**src/rtl/obstacle_anim_ctrl.sv**
```systemverilog
`default_nettype none
// ============================================================================
// Module      : obstacle_anim_ctrl
// Description : Erase/step/redraw sequencer for one scrolling obstacle sprite,
//               driving the VGA adapter pixel-write port one pixel per clock.
// Revision    : 1.0 - initial release
// ============================================================================
module obstacle_anim_ctrl #(
    parameter int          OBJ_W      = 4,
    parameter int          OBJ_H      = 8,
    parameter int          SCREEN_W   = 160,
    parameter int          Y_MAX      = 112,
    parameter int          STEP       = 1,
    parameter logic [2:0]  OBJ_COLOUR = 3'b010,
    parameter logic [2:0]  BG_COLOUR  = 3'b000
) (
    input  logic       CLOCK_50,
    input  logic       resetn,
    input  logic       go,
    input  logic       frame_tick,
    input  logic [6:0] spawn_y,
    output logic [7:0] x,
    output logic [6:0] y,
    output logic [2:0] colour,
    output logic       plot,
    output logic [7:0] obj_x,
    output logic [6:0] obj_y,
    output logic       busy,
    output logic       wrapped
);

    localparam int CX_W = (OBJ_W > 1) ? $clog2(OBJ_W) : 1;
    localparam int CY_W = (OBJ_H > 1) ? $clog2(OBJ_H) : 1;

    localparam logic [2:0] IDLE  = 3'd0;
    localparam logic [2:0] SPAWN = 3'd1;
    localparam logic [2:0] DRAW  = 3'd2;
    localparam logic [2:0] WAIT  = 3'd3;
    localparam logic [2:0] ERASE = 3'd4;
    localparam logic [2:0] MOVE  = 3'd5;

    localparam logic [7:0]      c_SPAWN_X = 8'(SCREEN_W - OBJ_W);
    localparam logic [6:0]      c_Y_MAX   = 7'(Y_MAX);
    localparam logic [7:0]      c_STEP    = 8'(STEP);
    localparam logic [CX_W-1:0] c_CX_LAST = CX_W'(OBJ_W - 1);
    localparam logic [CY_W-1:0] c_CY_LAST = CY_W'(OBJ_H - 1);

    logic [2:0]      r_state;
    logic [CX_W-1:0] r_cx;
    logic [CY_W-1:0] r_cy;
    logic [7:0]      r_obj_x;
    logic [6:0]      r_obj_y;

    logic w_pixel;
    logic w_last;

    assign w_pixel = (r_state == DRAW) || (r_state == ERASE);
    assign w_last  = (r_cx == c_CX_LAST) && (r_cy == c_CY_LAST);

    always_ff @(posedge CLOCK_50 or negedge resetn) begin
        if (!resetn) begin
            r_state <= IDLE;
            r_cx    <= '0;
            r_cy    <= '0;
            r_obj_x <= '0;
            r_obj_y <= '0;
        end else begin
            case (r_state)
                IDLE: begin
                    if (go) r_state <= SPAWN;
                end
                SPAWN: begin
                    r_obj_x <= c_SPAWN_X;
                    r_obj_y <= (spawn_y > c_Y_MAX) ? c_Y_MAX : spawn_y;
                    r_cx    <= '0;
                    r_cy    <= '0;
                    r_state <= DRAW;
                end
                DRAW, ERASE: begin
                    if (w_last) begin
                        r_cx    <= '0;
                        r_cy    <= '0;
                        r_state <= (r_state == DRAW) ? WAIT : MOVE;
                    end else if (r_cx == c_CX_LAST) begin
                        r_cx <= '0;
                        r_cy <= r_cy + 1'b1;
                    end else begin
                        r_cx <= r_cx + 1'b1;
                    end
                end
                WAIT: begin
                    // go low wins over a coincident tick
                    if (!go)             r_state <= IDLE;
                    else if (frame_tick) r_state <= ERASE;
                end
                MOVE: begin
                    if (r_obj_x < c_STEP) begin
                        r_state <= SPAWN;
                    end else begin
                        r_obj_x <= r_obj_x - c_STEP;
                        r_state <= DRAW;
                    end
                end
                default: r_state <= IDLE;
            endcase
        end
    end

    // Moore-decoded pixel port; zeroed whenever no pixel is being written
    assign plot    = w_pixel;
    assign x       = w_pixel ? (r_obj_x + 8'(r_cx)) : 8'd0;
    assign y       = w_pixel ? (r_obj_y + 7'(r_cy)) : 7'd0;
    assign colour  = (r_state == DRAW)  ? OBJ_COLOUR :
                     (r_state == ERASE) ? BG_COLOUR  : 3'd0;
    assign obj_x   = r_obj_x;
    assign obj_y   = r_obj_y;
    assign busy    = (r_state == SPAWN) || w_pixel || (r_state == MOVE);
    assign wrapped = (r_state == MOVE) && (r_obj_x < c_STEP);

endmodule
`default_nettype wire

```
**config.mk**
```make
export PLATFORM = sky130hd
export DESIGN_NAME = obstacle_anim_ctrl
export DESIGN_NICKNAME = d
export VERILOG_FILES = /design/src/rtl/obstacle_anim_ctrl.sv
export SDC_FILE = /design/constraint.sdc
export NUM_CORES = 1
export LEC_CHECK = 0
export CORE_AREA = 2 2 62 64
export CTS_CLUSTER_DIAMETER = 60
export DETAILED_ROUTE_END_ITERATION = 10
export DIE_AREA = 0 0 64 66
export GPL_ROUTABILITY_DRIVEN = 0
export PLACE_DENSITY_LB_ADDON = 0.08
export SYNTH_ARGS = -nofsm -noshare
export SYNTH_HDL_FRONTEND = slang
export SYNTH_SLANG_ARGS = --single-unit
```
**constraint.sdc**
```tcl
create_clock -name CLOCK_50 -period 2.5 [get_ports CLOCK_50]
set_clock_uncertainty 0.05 [all_clocks]
set_input_delay 0.375 -clock CLOCK_50 [delete_from_list [all_inputs] [get_ports CLOCK_50]]
set_output_delay 0.375 -clock CLOCK_50 [all_outputs]
set_load 0.01 [all_outputs]
```
==> metrics.txt, run 1 <==
clock sink count=23; Fin Hold WS=roughly 350 ps; Post-synth EDFFs=0; Worst Max-Slew Pin Slew=between 700 and 800 ps; footprint of the multi-input gates=~980 µm²; aggregate global routing overflow=0; CP Cell Sequence=buf_4, ha_1, a211o_1, o2111ai_1, xor2_1, nor2_1, clkdlybuf4s15_1; Max FO, Critical Path=2; FF-to-FF path depth=8; Synth Area in XOR/XNOR=0.0647; CP arrival=between 2000 and 2500 ps; Total GRT Usage=0.210; total leakage power=about 1.1 nW; yosys warns=0; Worst path slowest cell=dfrtp_1; Synth Area in Adders=0.0939; FF+latch area=576 µm²; Std-Cell Core Area=3550 µm²; Power Dens Cells=between 1000 and 1500 nW/µm²; Setup crit end kind=primary output; Clock Tree Buf Depth=2; HP Class=input port to asynchronous set/reset pin; fmax=about 400 MHz; initial antenna violation count=0; Avg Inst Size Synth=approximately 9.1 µm²; Residual DRC=0; relative slew slack=0.501; H-tree levels=1; final wirelength=between 4 and 5 mm; final number of setup-violating endpoints=0; ANT nets after route=0; first-pass GRT wire length=between 6 and 7 mm; worst vdd ir=around 0.6 mV; Avg WL per Cell=14.2 µm; Die W=between 60 and 70 µm; number of max-cap violations=0; sequential-to-total area share from yosys stat=0.354; main combinational cell family by area after synthesis=simple AND/OR/NAND/NOR gates; DR iter-0 viols=between 50 and 60; synthesized flop and latch total=23; setup TNS=0 ps; vias in the first global route=between 1000 and 1500; Post-Layout Cell Count=about 300; Clock Tree Root=clkbuf_4; RSZ-0062 raised after global routing=true; die height=66 µm; post-synthesis cell area=between 1500 and 2000 µm²; CTS clk-pin slew, worst paths=around 130 ps; post-detail-place hpwl=between 3 and 4 mm; FILL cells=between 300 and 400; final hold viol count=0; Compound-Gate Fraction of Synth Area=0.131; Yosys cell types=47; row cnt=22; I/O Buffers=44; Critical Path Start Type=flop; Final Max Slew Viols=0; CTS tree=done; Ant. Diodes=0; Ports=47; Avg Vias per Cell=5.26; layout cells sized above 1=0.249; Tcrit/Tclk final=0.975; die area=4220 µm²; status=finished clean; Clock Latency Late Sink=320 ps; CTS Hold Bufs=0; Num CTS Buffers=3; Final nets=between 200 and 300; vias post-DR=1540; minimum clock period=approximately 2400 ps; mux cell area share after synthesis=0.0246; initial cell density of the core=0.458; Synth Area in Simple Gates=0.264; asr flop ratio synth=1.00; pin count of the biggest net entering global routing=24; drt pass-1 iters=4; Synth Flop Type=dfrtp_1; Area Overhead vs Synth=42.0%; required time worst endpoint=roughly 2100 ps; dpl cells=277; Syn Inst Count=roughly 180; Setup CP Type=flop to primary output; Finished Core Util=0.650; peak per-stage delay on the critical path=just over 400 ps
-- state kept, by name, indices dropped and copies added, names as in the netlist --
register / count
r_cy: 3
r_state: 3
obj_x: 8
r_cx: 2
obj_y: 7
-- cell type report --
cell class,instances,area share
Clock buffer,3,0.00976
Clock inverter,1,0.00217
Inverter,10,0.0163
Multi-Input combinational cell,134,0.427
Sequential cell,23,0.249
Tap cell,48,0.0260
Timing Repair Buffer,74,0.270
-- per-stage QoR --
stage               area (µm²)  worst slack, ps  power [W]
finish                    2310             62.1    0.00267
global route              2310            -22.9    0.00288
CTS                       2290            -15.9    0.00264
detailed placement        2200            -36.8    0.00243
global placement          2200            -1.84    0.00237
floorplan                 1630              437    0.00154
-- worst max-delay path, delay by kind of cell (launching register included) --
| kind | cells | cell delay, ps |
|---|---|---|
| XOR/XNOR | 1 | 170 |
| flip-flops | 1 | 410 |
| buffers and inverters | 2 | 350 |
| AND/OR/NAND/NOR | 1 | 50 |
| AO/OA/AOI/OAI | 2 | 410 |
| adder cells (fa/ha/maj) | 1 | 290 |
-- layer usage --
metal	vias to the layer above	share of wire	track usage
li1	747	-	-
met3	5	0.034	0.0256
met1	763	0.45	0.261
met2	25	0.51	0.376
met4	0	0.011	0.0707
met5	-	0	0
-- repair_timing --
item / in CTS / in global routing
pin swaps: 1 / 4
setup endpoints to repair: 16 / 9
gates resized for setup: 30 / 16
buffers inserted: 8 / 4
-- kinds of logic (layout without fill, tap and decap cells) --
kind of cell / after synthesis / in the layout
flip-flops: 23 / 23
AND/OR/NAND/NOR: 76 / 76
XOR/XNOR: 12 / 12
other: 1 / 2
multiplexers: 4 / 4
AO/OA/AOI/OAI: 29 / 29
adder cells (fa/ha/maj): 11 / 11
buffers and inverters: 22 / 88
-- placed cells by master (no fill, tap or decap), drive strengths merged, types with 2 or more instances in the layout --
master | netlist | final
xnor2 | 4 | 4
conb | 1 | 2
fa | 2 | 2
ha | 9 | 9
clkdlybuf4s50 | 0 | 30
dfrtp | 23 | 23
and2 | 3 | 3
nor2b | 6 | 6
a31oi | 3 | 3
nand3 | 7 | 7
xor2 | 8 | 8
clkbuf | 2 | 6
nand3b | 2 | 2
a21o | 2 | 2
nand4 | 2 | 2
nor4b | 2 | 2
dlygate4sd2 | 0 | 6
nand2b | 2 | 2
inv | 10 | 10
buf | 10 | 34
nor4 | 2 | 2
o2111ai | 2 | 2
a211oi | 3 | 3
o31ai | 3 | 3
nor3b | 2 | 2
a21oi | 5 | 5
o21ai | 4 | 4
a22o | 3 | 3
nor3 | 4 | 4
nand2 | 20 | 20
nor2 | 18 | 18
or2 | 2 | 2
mux2i | 4 | 4
-- cells in the mapped netlist (3+ instances only) --
library cell  instances  share of area
buf_2                 7          0.022
inv_1                10          0.023
xnor2_1               4          0.022
a22o_1                3          0.016
nor3_1                3         0.0092
nor2_1               17          0.039
dfrtp_1              23           0.35
nand2_1              20          0.046
and2_1                3          0.012
xor2_1                8          0.043
nor2b_1               6          0.023
nand3_1               7          0.022
a211oi_1              3          0.014
o21ai_0               4          0.012
ha_1                  9          0.069
mux2i_1               4          0.025
a21oi_1               5          0.015
o31ai_1               3          0.014
-- report_power, final --
group / internal, W / total [W] / switching [W] / leakage [nW]
logic: 0.000974 / 0.00185 / 0.000873 / 0.769
clock network: 0.0000600 / 0.000179 / 0.000119 / 0.0177
registers: 0.000510 / 0.000639 / 0.000129 / 0.281
total: 0.00154 / 0.00267 / 0.00112 / 1.07
-- worst paths after layout --
path | start | to | slack [ps]
setup reg to reg | obj_x[0] | obj_x[2] | 330
min in group CLOCK_50 | obj_y[6] | obj_y[6] | 500
hold / removal | resetn | obj_y[1] | 350
setup / recovery | obj_y[1] | y[5] | 60
max in group asynchronous | resetn | obj_x[7] | 1810
hold reg to reg | obj_y[6] | obj_y[6] | 500
Note: power is estimated with default switching activity, not from simulation.
==> run 2, diff against run 1 <==
--- a/config.mk
+++ b/config.mk
@@ -14,3 +14,4 @@
 export SYNTH_ARGS = -nofsm -noshare
 export SYNTH_HDL_FRONTEND = slang
 export SYNTH_SLANG_ARGS = --single-unit
+export TNS_END_PERCENT = 30
==> metrics.txt, run 2 (same netlist as run 1, synthesis figures left out) <==
status=finished clean; Setup crit end kind=primary output; aggregate global routing overflow=0 (unchanged); dpl cells=277 (unchanged); Pwr Total=0.00258 W (-3.1%); vias in the first global route=1457 (-2.0%); required time worst endpoint=2080 ps (about the same); Final nets=260 (-3.0%); worst vdd ir=0.594 mV (-0.96%); final wirelength=4.09 mm (-1.5%); RSZ-0062 raised after global routing=true; crit path buf inv count=2 (unchanged); layout cells sized above 1=0.219 (-0.0296); Finished Cell Area=2270 µm² (-1.7%); Final Max Slew Viols=0 (unchanged); first-pass GRT wire length=6.85 mm (+0.20%); Clock Latency Late Sink=310 ps (about the same); Total GRT Usage=0.211 (+0.00118); initial cell density of the core=0.458 (unchanged); peak per-stage delay on the critical path=400 ps (about the same); Worst Max-Slew Pin Slew=725 ps (-20.0 ps); Residual DRC=0 (unchanged); Post-Layout Cell Count=285 (-2.7%); Power Dens Cells=1140 nW/µm² (-1.5%); CTS clk-pin slew, worst paths=130 ps (about the same); Std-Cell Core Area=3550 µm² (unchanged); total leakage power=1.05 nW (-1.9%); post-detail-place hpwl=3.07 mm (unchanged); initial antenna violation count=0 (unchanged); leading cell types in the layout, fill and taps excluded=clkdlybuf4s50_1 (30), dfrtp_1 (23), buf_4 (22), nand2_1 (20), nor2_1 (17); Num CTS Buffers=3 (unchanged); CP delay by family, top=adder cells; final hold viol count=0 (unchanged); max reg flops=8 (unchanged); CP Cell Sequence=ha_2, inv_1, fa_2, nor2b_4, nand4_1, xor2_1, nor2_1, clkdlybuf4s15_2; Clock Tree Root=clkbuf_4; worst slack at placement=-36.8 ps (unchanged); CTS tree=done; Fin Hold WS=355 ps (+9.49 ps); ANT nets after route=0 (unchanged); die height=66 µm (unchanged); number of max-cap violations=0 (unchanged); CP arrival=2060 ps (+50 ps); Ports=47 (unchanged); relative slew slack=0.514 (+0.0134); Critical Path Start Type=flop; placed inst area=2200 µm² (unchanged); Area Overhead vs Synth=39.6%; Worst path slowest cell=dfrtp_1; drt pass-1 iters=5 (+1); final number of setup-violating endpoints=0 (unchanged); I/O Buffers=44 (unchanged); Ant. Diodes=0 (unchanged); HP Class=input port to asynchronous set/reset pin; clock sink count=23 (unchanged); Avg WL per Cell=14.4 µm (+1.3%); most common cell after layout, fill and taps aside=clkdlybuf4s50_1; DR iter-0 viols=62 (+11%); Setup CP Type=flop to primary output; Avg Vias per Cell=5.26 (about the same); vias post-DR=1499 (-2.7%); Max FO, Critical Path=3 (+1); fmax=403 MHz (-1.8%); worst setup margin=17.6 ps (-44.5 ps); Tcrit/Tclk final=0.993 (+0.0178); H-tree levels=1 (unchanged); pin count of the biggest net entering global routing=24 (unchanged); Clock Tree Buf Depth=2 (unchanged); die area=4220 µm² (unchanged); minimum clock period=2480 ps (+44.5 ps); Die W=64 µm (unchanged); row cnt=22 (unchanged)
[run 2: final cells by class]
cell class              instances  area (µm²)
multi-input cells             134         990
inverters                      10        37.5
clock inverters                 1        5.00
clock buffers                   3        22.5
flip-flops and latches         23         576
well taps                      48        60.1
fillers                       307        1280
repair buffers                 66         579
[run 2: worst reg2reg max path, delay by kind of cell (launching register included)]
family / cells / cell delay, ps
AOI/OAI and AO/OA: 3 / 670
and+or+nand+nor: 1 / 430
DFF: 1 / 410
buffers and inverters: 3 / 330
adders and majority gates: 1 / 150
[run 2: metrics by stage]
stage,util,setup TNS (ps)
after floorplan,-,0
after global placement,0.618,-1.84
after detailed placement,0.618,-79.0
after CTS,0.636,-161
after global routing,0.639,-140
final,0.639,0
[run 2: what timing repair did]
item	in CTS	in global routing
buffers inserted	3	1
pin swaps	0	3
resized for setup	30	11
endpoints found under the setup margin	16	8
hold buffers	0	0
[run 2: worst paths after layout]
| kind | start | end | slack [ps] | depth (start not counted) |
|---|---|---|---|---|
| setup reg to reg | obj_x[0] | obj_x[2] | 350 | 8 |
| hold / removal | resetn | obj_y[0] | 350 | 2 |
| setup / recovery | r_cx[0] | x[6] | 20 | 8 |
| hold reg to reg | obj_y[6] | obj_y[6] | 500 | 2 |
| min in group CLOCK_50 | obj_y[6] | obj_y[6] | 500 | 2 |
| max in group asynchronous | resetn | obj_x[1] | 1810 | 2 |
[run 2: layer usage]
layer | up-vias | GRT usage | wire [µm]
li1 | 732 | - | -
met5 | - | 0 | 0
met1 | 740 | 0.266 | 1810
met2 | 25 | 0.374 | 2120
met3 | 2 | 0.0256 | 130
met4 | 0 | 0.0707 | 24
[run 2: report_power, final]
part	total (W)	switching, W	internal [W]
combinational	0.00175	0.000848	0.000906
clock	0.000178	0.000118	0.0000598
sequential	0.000650	0.000140	0.000510
total	0.00258	0.00111	0.00148
